File: config.mk
export PLATFORM = sky130hd
export DESIGN_NAME = ksa_addsub_pipe
export DESIGN_NICKNAME = d
export VERILOG_FILES = /design/src/rtl/ksa_addsub_pipe.sv
export SDC_FILE = /design/constraint.sdc
export NUM_CORES = 1
export LEC_CHECK = 0
export CAP_MARGIN = 20
export CORE_ASPECT_RATIO = 1.75
export CORE_UTILIZATION = 40
export CTS_CLUSTER_DIAMETER = 100
export DETAILED_ROUTE_END_ITERATION = 8
export PLACE_DENSITY = 0.63
export SYNTH_ARGS = -nofsm -noshare
export SYNTH_HDL_FRONTEND = slang
export SYNTH_SLANG_ARGS = --single-unit
File: constraint.sdc
create_clock -name wb_clk_i -period 3.7 [get_ports wb_clk_i]
set_input_delay 0.555 -clock wb_clk_i [delete_from_list [all_inputs] [get_ports wb_clk_i]]
set_output_delay 0.555 -clock wb_clk_i [all_outputs]
set_load 0.01 [all_outputs]
File: src/rtl/ksa_addsub_pipe.sv
// ksa_addsub_pipe: pipelined Kogge-Stone adder/subtractor with valid/ready
// handshakes on both sides.
//   - Subtraction is formed as a + ~b + 1 (b inverted, carry-in = sub).
//   - S0 captures the operands, S1..S_LEVELS are the prefix levels, and a
//     final stage registers sum/cout.
//   - The whole pipe advances together when the output is empty or being
//     popped.
// Optional feature macro: KSA_ADDSUB_OVF_EN adds the signed-overflow
// output ovf_o and its sign pipeline.
module ksa_addsub_pipe #(
  parameter int WIDTH  = 16,
  parameter int LEVELS = $clog2(WIDTH)
) (
  input  logic             wb_clk_i,
  input  logic             wb_rst_n_i,
  input  logic             in_valid_i,
  output logic             in_ready_o,
  input  logic             sub_i,
  input  logic [WIDTH-1:0] a_i,
  input  logic [WIDTH-1:0] b_i,
  output logic             out_valid_o,
  input  logic             out_ready_i,
  output logic [WIDTH-1:0] sum_o,
`ifdef KSA_ADDSUB_OVF_EN
  output logic             ovf_o,
`endif
  output logic             cout_o
);

  // Index 0 is S0 (operand capture); index k is prefix level k.
  logic [LEVELS:0]  r_v;
  logic [LEVELS:0]  r_cin;
  logic [WIDTH-1:0] r_g  [0:LEVELS];
  logic [WIDTH-1:0] r_p  [0:LEVELS];
  logic [WIDTH-1:0] r_p0 [0:LEVELS];

  logic [WIDTH-1:0] w_g_nxt [0:LEVELS];
  logic [WIDTH-1:0] w_p_nxt [0:LEVELS];
  logic [WIDTH-1:0] w_src_g;
  logic [WIDTH-1:0] w_bx;
  logic [WIDTH-1:0] w_sum;
  logic             w_cout;
  logic             w_adv;

  logic             r_out_valid;
  logic [WIDTH-1:0] r_sum;
  logic             r_cout;

`ifdef KSA_ADDSUB_OVF_EN
  // Operand sign bits travel alongside the data for the overflow decision.
  logic [LEVELS:0]  r_a_msb;
  logic [LEVELS:0]  r_bx_msb;
  logic             w_ovf;
  logic             r_ovf;
`endif

  assign w_adv       = !r_out_valid || out_ready_i;
  assign in_ready_o  = w_adv;
  assign out_valid_o = r_out_valid;
  assign sum_o       = r_sum;
  assign cout_o      = r_cout;
  assign w_bx        = b_i ^ {WIDTH{sub_i}};

  // Generate/propagate for S0 and the prefix combine for every level.
  always_comb begin
    w_src_g = '0;
    for (int k = 0; k <= LEVELS; k++) begin
      w_g_nxt[k] = '0;
      w_p_nxt[k] = '0;
    end
    w_g_nxt[0] = a_i & w_bx;
    w_p_nxt[0] = a_i ^ w_bx;
    for (int k = 1; k <= LEVELS; k++) begin
      // Carry-in is folded into bit 0 generate just before level 1.
      if (k == 1) begin
        w_src_g    = r_g[0];
        w_src_g[0] = r_g[0][0] | (r_p[0][0] & r_cin[0]);
      end else begin
        w_src_g = r_g[k-1];
      end
      for (int i = 0; i < WIDTH; i++) begin
        if (i >= (1 << (k - 1))) begin
          w_g_nxt[k][i] = w_src_g[i] | (r_p[k-1][i] & w_src_g[i - (1 << (k - 1))]);
          w_p_nxt[k][i] = r_p[k-1][i] & r_p[k-1][i - (1 << (k - 1))];
        end else begin
          w_g_nxt[k][i] = w_src_g[i];
          w_p_nxt[k][i] = r_p[k-1][i];
        end
      end
    end
  end

  // Final sum: bit i uses the group carry out of bit i-1 (cin for bit 0).
  assign w_sum  = r_p0[LEVELS] ^ {r_g[LEVELS][WIDTH-2:0], r_cin[LEVELS]};
  assign w_cout = r_g[LEVELS][WIDTH-1];

`ifdef KSA_ADDSUB_OVF_EN
  // Signed overflow: same-sign operands producing a result of the other sign.
  assign w_ovf = (r_a_msb[LEVELS] == r_bx_msb[LEVELS]) &&
                 (w_sum[WIDTH-1] != r_a_msb[LEVELS]);
`endif

  // Pipeline stage registers: all stages shift together on advance.
  always_ff @(posedge wb_clk_i or negedge wb_rst_n_i) begin
    if (!wb_rst_n_i) begin
      r_v   <= '0;
      r_cin <= '0;
      for (int k = 0; k <= LEVELS; k++) begin
        r_g[k]  <= '0;
        r_p[k]  <= '0;
        r_p0[k] <= '0;
      end
    end else if (w_adv) begin
      r_v   <= {r_v[LEVELS-1:0], in_valid_i};
      r_cin <= {r_cin[LEVELS-1:0], sub_i};
      for (int k = 0; k <= LEVELS; k++) begin
        r_g[k] <= w_g_nxt[k];
        r_p[k] <= w_p_nxt[k];
      end
      r_p0[0] <= w_p_nxt[0];
      for (int k = 1; k <= LEVELS; k++) begin
        r_p0[k] <= r_p0[k-1];
      end
    end
  end

  // Output register: data only updates when a valid result moves in.
  always_ff @(posedge wb_clk_i or negedge wb_rst_n_i) begin
    if (!wb_rst_n_i) begin
      r_out_valid <= 1'b0;
      r_sum       <= '0;
      r_cout      <= 1'b0;
    end else if (w_adv) begin
      r_out_valid <= r_v[LEVELS];
      if (r_v[LEVELS]) begin
        r_sum  <= w_sum;
        r_cout <= w_cout;
      end
    end
  end

`ifdef KSA_ADDSUB_OVF_EN
  assign ovf_o = r_ovf;

  // Sign pipeline and registered overflow flag.
  always_ff @(posedge wb_clk_i or negedge wb_rst_n_i) begin
    if (!wb_rst_n_i) begin
      r_a_msb  <= '0;
      r_bx_msb <= '0;
      r_ovf    <= 1'b0;
    end else if (w_adv) begin
      r_a_msb  <= {r_a_msb[LEVELS-1:0], a_i[WIDTH-1]};
      r_bx_msb <= {r_bx_msb[LEVELS-1:0], w_bx[WIDTH-1]};
      if (r_v[LEVELS]) begin
        r_ovf <= w_ovf;
      end
    end
  end
`endif

endmodule

# Word-level counts from Yosys, hierarchy flattened

Index checks and enable logic that the tools add are counted.

Register bits after elaboration: 236
Bits of input ports: 37
Output and inout port bits: 19
Word-level logic and storage cells: 166

Bitwise operators: 145
Reductions and logical operators: 3

Operator list:

| cell                | number |
|---|---|
| bitwise AND 1 bit   | 91 |
| bitwise OR 1 bit    | 50 |
| XOR 16 bit          | 3 |
| bitwise AND 16 bit  | 1 |
| AND reduction 2 bit | 1 |
| zero test 1 bit     | 1 |
| logical OR 1 bit    | 1 |

# Depth between registers and ports, before layout

Word-level depth: 4
Gate-level depth with buffers: 7
Depth with buffers taken out: 4

# Least setup slack after synthesis

Ideal clock, no wire load.

Kind: input -> output
From: input port out_ready_i
To: output port in_ready_o
Arrival: 1136 ps
Required time: 3145 ps
Setup slack: 2009 ps
Cell stages on the path: 5
Path through: nor2b_2 buf_4 inv_2 buf_2 buf_4

Word-level cells in the longest chain between the ends: 1

Ends and longest elaborated chain:

| what             | line | RTL |
|---|---|---|
| from (decl)      | 22   | `input logic out_ready_i,` |
| logical OR 1 bit | 57   | `assign w_adv = !r_out_valid \|\| out_ready_i;` |
| to (decl)        | 17   | `output logic in_ready_o,` |

No other way between the ends.

# Worst setup path after layout

Ends and elaborated chain as after synthesis.

==> impl_metrics.sql <==
INSERT INTO impl_metrics (metric_group, metric, value, unit) VALUES
('floorplanning', 'chipHeight', '200', 'um'),
('detailed_routing', 'detail_route.wirelength', '17.6', 'mm'),
('sta', 'max-slew-margin-rel', '32.4', '%'),
('global_routing', 'grt.overflow.total', '0', ''),
('sta', 'setup_repair_after_global_routing_missed_its_margin', 'false', ''),
('sta', 'timing_max_transition_violations_final', '0', ''),
('job', 'maxCapViolCount', '0', ''),
('cts', 'hold_buffers', '0', ''),
('cts', 'max-clock-path-buffers', '3', ''),
('floorplanning', 'fp.dieArea', '23100', 'sq um'),
('sta', 'setup_total_negative_slack', '0', 'ns'),
('min_path', 'min-delay-path-class', 'input port to async pin', ''),
('global_routing', 'grt_start_max_net_pins', '252', ''),
('floorplanning', 'floorplan.initialDensity', '40.8', '%'),
('synth', 'synth-seq-cells', '222', ''),
('synth', 'post-synth-top-area-cell', 'sky130_fd_sc_hd__dfrtp_1', ''),
('sta', 'worst_hold_slack', '0.112', 'ns'),
('global_routing', 'first_global_vias', '5937', ''),
('synth', 'yosys_warnings', '0', ''),
('finish', 'area_growth', '15.8', '%'),
('sta', 'final.setup_skew', '0.0110', 'ns'),
('cts', 'root_buffer', 'sky130_fd_sc_hd__clkbuf_16', ''),
('cts', 'cts_htree_levels', '1', ''),
('finish', 'layout.nets', '1056', ''),
('sta', 'setup_violators_final', '0', ''),
('detailed_routing', 'routed_wire_length_per_instance', '13.4', 'um'),
('global_routing', 'grt_antenna_before_repair', '0', ''),
('synth', 'synth_most_common_cell', 'sky130_fd_sc_hd__nand2_1', ''),
('detailed_routing', 'routed-via-count', '6127', ''),
('cts', 'tritoncts_num_sinks', '222', ''),
('synth', 'postSynthCellCount', '973', ''),
('sta', 'timing.final.crit_share', '66.0', '%'),
('cts', 'post-cts-setup-buffer-count', '0', ''),
('floorplanning', 'core_area', '22100', 'sq um'),
('critical_path', 'critPathCaptureType', 'output pin', ''),
('critical_path', 'critPathKind', 'input port to output pin', ''),
('sta', 'finalHoldViolations', '0', ''),
('pwr', 'p_leak', '0.00516', 'uW'),
('synth', 'ys_seq_area_share', '61.7', '%'),
('synth', 'synth_top_cells_by_area', 'sky130_fd_sc_hd__dfrtp_1, sky130_fd_sc_hd__nand2_1, sky130_fd_sc_hd__a21oi_1', ''),
('detailed_routing', 'antenna_violating_nets_post_route', '0', ''),
('critical_path', 'rr_worst_depth', '2', ''),
('pwr', 'power_density_over_cell_area', '809', 'nW/um^2'),
('status', 'outcome', 'finished clean', ''),
('detailed_routing', 'detail_routed_via_count_per_cell', '4.67', ''),
('placement', 'half_perimeter_wire_length_after_placement', '11.1', 'mm'),
('synth', 'ys_types', '19', ''),
('synth', 'synth.cells.most_frequent', 'sky130_fd_sc_hd__nand2_1, sky130_fd_sc_hd__dfrtp_1, sky130_fd_sc_hd__a21oi_1, sky130_fd_sc_hd__o21ai_0, sky130_fd_sc_hd__nand3_1', ''),
('placement', 'portBuffers', '55', ''),
('cts', 'cts_tree', 'yes', ''),
('sta', 'fmax', '410', 'MHz'),
('critical_path', 'worst_r2r_src', 'r_v[4]', ''),
('global_routing', 'global_route.usage.met2', '27.0', '%'),
('synth', 'synthesis.area', '9000', 'sq um'),
('global_routing', 'met3_usage', '2.09', '%'),
('cts', 'ctsResizeCount', '0', ''),
('placement', 'gpl.final_weighted_congestion', '0.767', ''),
('synth', 'synth_edf_count', '0', ''),
('detailed_routing', 'drtPass1Iterations', '4', ''),
('pwr', 'worst_ir_drop_vdd', '320', 'uV'),
('sta', 'worstMarginPinSlew', '1.01', 'ns'),
('cts', 'worst_skew_pair.late_latency', '0.49', 'ns'),
('critical_path', 'crit_required', '3.14', 'ns'),
('critical_path', 'worst_setup_path_start_kind', 'input port', ''),
('finish', 'insertedDiodeCount', '0', ''),
('synth', 'synthesis.area_per_instance', '9.25', 'sq um'),
('detailed_routing', 'initial_drt_markers', '446', ''),
('global_routing', 'track_usage', '16.2', '%'),
('cts', 'cts-buffers-inserted', '21', ''),
('critical_path', 'regToRegSetupSlack', '1.83', 'ns'),
('global_routing', 'globalRoute.busiestLayer', 'met2', '');
[placed cells by master, fill, tap and decap left out, types with 2 or more instances in the layout]
| cell | count |
|---|---|
| sky130_fd_sc_hd__nand2_1 | 476 |
| sky130_fd_sc_hd__clkbuf_16 | 21 |
| sky130_fd_sc_hd__o21ai_0 | 48 |
| sky130_fd_sc_hd__clkbuf_8 | 4 |
| sky130_fd_sc_hd__nor2_1 | 4 |
| sky130_fd_sc_hd__bufinv_16 | 2 |
| sky130_fd_sc_hd__dfrtp_1 | 222 |
| sky130_fd_sc_hd__clkdlybuf4s50_1 | 54 |
| sky130_fd_sc_hd__xor2_1 | 16 |
| sky130_fd_sc_hd__nand3_1 | 34 |
| sky130_fd_sc_hd__clkinvlp_4 | 2 |
| sky130_fd_sc_hd__a21oi_1 | 82 |
| sky130_fd_sc_hd__ha_1 | 16 |
| sky130_fd_sc_hd__clkinv_2 | 2 |
| sky130_fd_sc_hd__xnor2_1 | 16 |
| sky130_fd_sc_hd__clkbuf_1 | 4 |
| sky130_fd_sc_hd__buf_4 | 2 |
| sky130_fd_sc_hd__buf_12 | 3 |
[through the flow]
stage	total power, uW	cells	instance area (sq um)
floorplan	5550	973	9000
global placement	6280	1276	9710
detailed placement	6360	1276	9710
CTS	8570	1313	10400
global route	9070	1313	10400
finish	8430	1313	10400
[logic make-up after synthesis]
| logic type | Yosys count | synth area share (%) |
|---|---|---|
| fa+ha+maj | 16 | 2.22 |
| simple gates | 517 | 22.2 |
| flops | 222 | 61.7 |
| xor+xnor | 32 | 3.11 |
| buf+inv | 54 | 3.28 |
| compound gates | 131 | 7.31 |
| mux | 1 | 0.167 |
[per-layer routing]
layer	routed length [um]	vias up
met2	8870	94
met5	0	-
met4	452	0
li1	-	3159
met3	546	25
met1	7700	2849
[state kept, by name, indices dropped and copies added, names as in the netlist]
register / count
r_g: 64
r_p0: 61
r_p: 53
sum_o: 16
w_src_g: 16
r_cin: 5
r_v: 5
cout_o: 1
out_valid_o: 1
[critical path, cell delays in order]
cell and delay (ns):
sky130_fd_sc_hd__clkdlybuf4s50_1 0.50, sky130_fd_sc_hd__nor2b_4 0.07, sky130_fd_sc_hd__inv_4 0.18, sky130_fd_sc_hd__clkdlybuf4s50_1 0.58
[final cells by class]
| type | instances | area, sq um | area share [%] |
|---|---|---|---|
| clock buffers | 29 | 596 | 5.72 |
| clock inverters | 8 | 110 | 1.06 |
| well taps | 296 | 370 | 3.55 |
| repair buffers | 60 | 631 | 6.05 |
| multi-input cells | 697 | 3150 | 30.2 |
| inverters | 1 | 6.26 | 0.0600 |
| flip-flops and latches | 222 | 5560 | 53.3 |
[where the power goes]
part           switching (uW)  internal (uW)
Combinational            1180            876
Clock                     905           1280
Sequential                777           3420
Total                    2860           5570
[worst max path at each step]
stage,startpoint,end,cells past startpoint
after CTS,out_ready_i,in_ready_o,4
after detailed placement,sub_i,r_p[65],5
after global routing,out_ready_i,in_ready_o,4
final,out_ready_i,in_ready_o,4
after floorplan,out_ready_i,in_ready_o,5
after global placement,sub_i,r_p[64],5
(Power assumes the default switching activity.)
